===== config.mk =====
export PLATFORM = sky130hd
export DESIGN_NAME = bram_stream_reader
export DESIGN_NICKNAME = d
export VERILOG_FILES = /design/src/rtl/bram_stream_reader.sv
export SDC_FILE = /design/constraint.sdc
export NUM_CORES = 1
export LEC_CHECK = 0
export CORE_MARGIN = 8
export CORE_UTILIZATION = 40
export CTS_BUF_LIST = sky130_fd_sc_hd__clkbuf_2
export DETAILED_ROUTE_END_ITERATION = 7
export HOLD_SLACK_MARGIN = 0.15
export PLACE_DENSITY_LB_ADDON = 0.05
export SYNTH_ARGS = -nofsm -noshare
export SYNTH_HDL_FRONTEND = slang
export SYNTH_SLANG_ARGS = --single-unit

===== constraint.sdc =====
create_clock -name clk -period 4.6 [get_ports clk]
set_input_delay 0.92 -clock clk [delete_from_list [all_inputs] [get_ports clk]]
set_output_delay 0.92 -clock clk [all_outputs]
set_load 0.1 [all_outputs]

===== src/rtl/bram_stream_reader.sv =====
// bram_stream_reader
// Walks the read port of a registered-output block RAM from a base address
// for a given word count and replays the words on a valid/ready stream with
// last-beat marking. A 2-entry output FIFO plus a one-bit in-flight flag
// absorbs the RAM's one-cycle read latency without losing data under
// arbitrary backpressure.

module bram_stream_reader #(
  parameter int SIZE = 256,
  localparam int AW = $clog2(SIZE)
) (
  input  logic          clk,
  input  logic          rst_n,
  input  logic          start,
  input  logic [AW-1:0] base_addr,
  input  logic [AW:0]   length,
  output logic          busy,
  output logic          done,
  output logic [AW-1:0] ram_rd_addr,
  output logic          ram_rd_en,
  input  logic [31:0]   ram_rd_data,
  output logic [31:0]   out_data,
  output logic          out_valid,
  input  logic          out_ready,
  output logic          out_last
);

  typedef enum logic [1:0] {
    IDLE  = 2'd0,
    ISSUE = 2'd1,
    DRAIN = 2'd2
  } state_t;

  state_t        state;
  logic [AW:0]   len;           // latched word count
  logic [AW:0]   issued;        // reads issued so far
  logic [AW:0]   accepted;      // beats accepted downstream so far
  logic          inflight;      // a read was issued last cycle; data on ram_rd_data now
  logic          inflight_last; // that read is the final word of the transfer

  // FIFO: entry 0 is the output registers themselves, entry 1 is the spare.
  logic [1:0]    fifo_count;
  logic [31:0]   data1;
  logic          last1;

  logic          pop;
  logic          push;
  logic          issue_last;
  logic [1:0]    count_next;

  // Handshake, read-issue credit check and FIFO occupancy for the next edge.
  // The credit check counts words already committed (FIFO + in flight) minus
  // the beat leaving this cycle, so a new read always finds a free slot when
  // its data lands two edges later.
  always_comb begin
    pop        = out_valid && out_ready;
    push       = inflight;
    ram_rd_en  = 1'b0;
    issue_last = 1'b0;
    if (state == ISSUE) begin
      ram_rd_en = (({1'b0, fifo_count} + {2'b00, inflight}) < (3'd2 + {2'b00, pop}));
    end else begin
      ram_rd_en = 1'b0;
    end
    if (ram_rd_en && (issued == (len - (AW+1)'(1)))) begin
      issue_last = 1'b1;
    end else begin
      issue_last = 1'b0;
    end
    count_next = fifo_count + {1'b0, push} - {1'b0, pop};
  end

  // Transfer sequencer: address walk, counters, busy/done and in-flight tracking.
  always_ff @(posedge clk or negedge rst_n) begin
    if (!rst_n) begin
      state         <= IDLE;
      len           <= '0;
      issued        <= '0;
      accepted      <= '0;
      ram_rd_addr   <= '0;
      busy          <= 1'b0;
      done          <= 1'b0;
      inflight      <= 1'b0;
      inflight_last <= 1'b0;
    end else begin
      done          <= 1'b0;
      inflight      <= ram_rd_en;
      inflight_last <= issue_last;

      if (ram_rd_en) begin
        issued      <= issued + (AW+1)'(1);
        // AW-bit add: the carry is dropped so the walk wraps SIZE-1 -> 0.
        ram_rd_addr <= ram_rd_addr + AW'(1);
      end

      if (pop) begin
        accepted <= accepted + (AW+1)'(1);
      end

      case (state)
        IDLE: begin
          // A start coinciding with the done pulse is deliberately ignored.
          if (start && !done) begin
            if (length != '0) begin
              state       <= ISSUE;
              len         <= length;
              issued      <= '0;
              accepted    <= '0;
              ram_rd_addr <= base_addr;
              busy        <= 1'b1;
            end else begin
              done <= 1'b1;
            end
          end
        end
        ISSUE: begin
          if (issue_last) begin
            state <= DRAIN;
          end
        end
        DRAIN: begin
          if (pop && (accepted == (len - (AW+1)'(1)))) begin
            state <= IDLE;
            busy  <= 1'b0;
            done  <= 1'b1;
          end
        end
        default: begin
          state <= IDLE;
          busy  <= 1'b0;
        end
      endcase
    end
  end

  // Output FIFO: push the in-flight RAM word unconditionally, shift on pop.
  // The head lives directly in out_data/out_last so the stream is registered
  // and holds steady while stalled.
  always_ff @(posedge clk or negedge rst_n) begin
    if (!rst_n) begin
      fifo_count <= 2'd0;
      out_data   <= 32'd0;
      out_last   <= 1'b0;
      out_valid  <= 1'b0;
      data1      <= 32'd0;
      last1      <= 1'b0;
    end else begin
      fifo_count <= count_next;
      out_valid  <= (count_next != 2'd0);
      case ({push, pop})
        2'b10: begin
          if (fifo_count == 2'd0) begin
            out_data <= ram_rd_data;
            out_last <= inflight_last;
          end else begin
            data1 <= ram_rd_data;
            last1 <= inflight_last;
          end
        end
        2'b01: begin
          if (fifo_count == 2'd2) begin
            out_data <= data1;
            out_last <= last1;
          end else begin
            out_last <= 1'b0;
          end
        end
        2'b11: begin
          if (fifo_count == 2'd2) begin
            out_data <= data1;
            out_last <= last1;
            data1    <= ram_rd_data;
            last1    <= inflight_last;
          end else begin
            out_data <= ram_rd_data;
            out_last <= inflight_last;
          end
        end
        default: begin
          out_data <= out_data;
        end
      endcase
    end
  end

endmodule


==> run metrics <==
synthesized net count=544; Top FF cell, synth=dfrtp_1; vias in the first global route=4021; antenna violation net count after detailed routing=0; Total Nets Final=632; die width=131 microns; startpoint type of the worst setup path=flop; clk sinks=110; Final setup viols=0; die height=131 microns; Via density=5.01; global-route wire length before repair=20400 microns; max layer used=met4; WL/cell=16.0 microns; Avg Inst Size Synth=11.0 sq um; Clock Skew=0.0255 ns; Syn Inst Count=483; final period utilization=79.1%; critical path's largest stage delay=0.72 ns; CP max-delay cell=a211oi_2; Min-Delay Path Class=flop to flop; Synth area leader=dfrtp_1; sequence of cells on the critical path=ha_1, nand3b_1, a211oi_2, buf_12; number of max-cap violations=0; CP bufs+invs=1; met2 routed WL=5450 microns; initial antenna violation count=1; Yosys top cell area share=51.8%; synth warn=0; met3 WL=774 microns; Final TNS setup=0 ns; asr flop ratio synth=100%; Clock Tree Root=clkbuf_2; worst-path fanout max=9; final hold vios=0; total gr overflow=0; final wirelength=12100 microns; Post-Route Utilization=50.6%; Die ar.=0.0172 sq mm; post-synth cell types=54; routed via count=3766; hold_ws=0.521 ns; Top Ports=98; RD Place Congestion=0.738; Highest Clock Rate=275 MHz; worst path arrival time=2.72 ns; crit end category=primary output; clock latency on the worst-skew pair=0.60 ns; Synth Register Bits=110; Longest Clk Path Bufs=2; Worst-path clk slew=0.26 ns; ranking of synthesized cells by area=dfrtp_1 (52%), mux2_2 (8.1%), mux2i_1 (6.6%); PortBufs=97; Post-Syn Area=0.00531 sq mm; DRC viols=0; H-tree depth=3; number of flops mapped to enable cells by yosys=0; core area=0.0131 sq mm; Starting DRT DRC Count=216; register area share after synthesis=51.8%; largest net degree at the start of global routing=47; RSZ-0062 raised after global routing=no; outcome=complete, no violations; slew of the pin with the lowest slew margin=1.02 ns; type of the worst setup path=flop to primary output; max-slew violations=0; drt pass-1 iters=4; Global Route Usage Sum=14.5%; met1 wire length=5670 microns; Crit path required time=3.68 ns; TritonCTS clock tree=done; Tmin final=3.64 ns; Detailed Place HPWL=8550 microns; max_slew headroom=31.8%; CTS buffer count=9; share of cells above drive strength 1=14.1%; Core Rows=42; Layout area overhead=24.6%; Initial Util=40.6%; Top delay family on crit path=compound AO/OA/AOI/OAI gates
-- metal layers --
layer / GRT usage (%) / up-vias
li1: - / 1850
met1: 18.3 / 1817
met2: 22.6 / 87
met3: 5.64 / 12
met4: 4.66 / 0
met5: 0 / -
-- area by class of cell --
class / count / area (sq um)
fillers: 1205 / 6460
well taps: 176 / 220
clock inverters: 5 / 75.1
repair buffers: 107 / 1060
flip-flops and latches: 110 / 2750
inverters: 8 / 30.0
diodes: 1 / 2.50
multi-input cells: 335 / 2430
clock buffers: 10 / 50.0
-- per-stage QoR --
step / cells / instance area [sq um] / worst slack (ns)
floorplan: 483 / 5310 / 1.71
global placement: 735 / 6480 / 1.16
detailed placement: 735 / 6480 / 1.17
CTS: 750 / 6610 / 0.817
global route: 752 / 6620 / 0.714
finish: 752 / 6620 / 0.963
-- final timing paths --
check	start	to	slack [ns]	cells after the start
setup / recovery	inflight	ram_rd_en	0.96	4
hold / removal	out_data[26]	out_data[26]	0.52	2
setup reg to reg	inflight	issued[8]	1.66	7
hold reg to reg	out_data[26]	out_data[26]	0.52	2
max in group asynchronous	rst_n	data1[0]	2.90	3
min in group asynchronous	rst_n	accepted[1]	0.75	2
-- tightest hold or removal path: stages (launching register included) --
cell and delay (ns):
dfrtp_1 0.41, nand2_1 0.04, o21ai_0 0.06
-- state kept, by name, summed over array words and instances (netlist names), 2 cells and up --
register / cells
state: 2
ram_rd_addr: 8
accepted: 9
len: 9
out_data: 32
issued: 9
fifo_count: 2
data1: 32
-- cell usage after synthesis, drive strengths merged (2+ instances only) --
cell,count
a211oi,2
a21oi,9
and2,2
and3,4
and4,2
buf,14
clkbuf,16
dfrtp,110
ha,8
inv,8
mux2,38
mux2i,35
nand2,60
nand2b,2
nand3,4
nand3b,3
nand4,10
nor2,24
nor3,6
nor4,4
o21ai,53
o221a,2
or3,4
xnor2,23
xor2,20
-- placed cells by master (no fill, tap or decap), drive strengths merged, types with 2 or more instances in the layout --
cell type      netlist  layout
a211oi               2       2
a21oi                9       9
and2                 2       2
and3                 4       4
and4                 2       2
buf                 14      11
bufinv               0       2
clkbuf              16      10
clkdlybuf4s50        0      95
clkinv               0       2
dfrtp              110     110
ha                   8       8
inv                  8       8
mux2                38      38
mux2i               35      35
nand2               60      60
nand2b               2       2
nand3                4       4
nand3b               3       3
nand4               10      10
nor2                24      24
nor3                 6       6
nor4                 4       4
o21ai               53      53
o221a                2       2
or3                  4       4
xnor2               23      23
xor2                20      20
-- what timing repair did --
| item | CTS | global route |
|---|---|---|
| hold endpoints to repair | 0 | 19 |
| hold buffers | 0 | 1 |
| gates resized for setup | 0 | 0 |
| setup buffers | 0 | 0 |
-- cells by family (layout without fill, tap and decap cells) --
| kind of cell | Yosys count | in the layout | share of synthesized area, % |
|---|---|---|---|
| multiplexers | 73 | 73 | 14.6 |
| AND/OR/NAND/NOR | 133 | 133 | 12.3 |
| AO/OA/AOI/OAI | 77 | 77 | 8.74 |
| buffers and inverters | 38 | 130 | 3.16 |
| adder cells (fa/ha/maj) | 8 | 8 | 1.88 |
| flip-flops | 110 | 110 | 51.8 |
| XOR/XNOR | 44 | 44 | 7.51 |
| other | 0 | 1 | 0 |
Power is not shown: default switching activity piles up to over one toggle a cycle in this logic, so the estimate is an artifact.
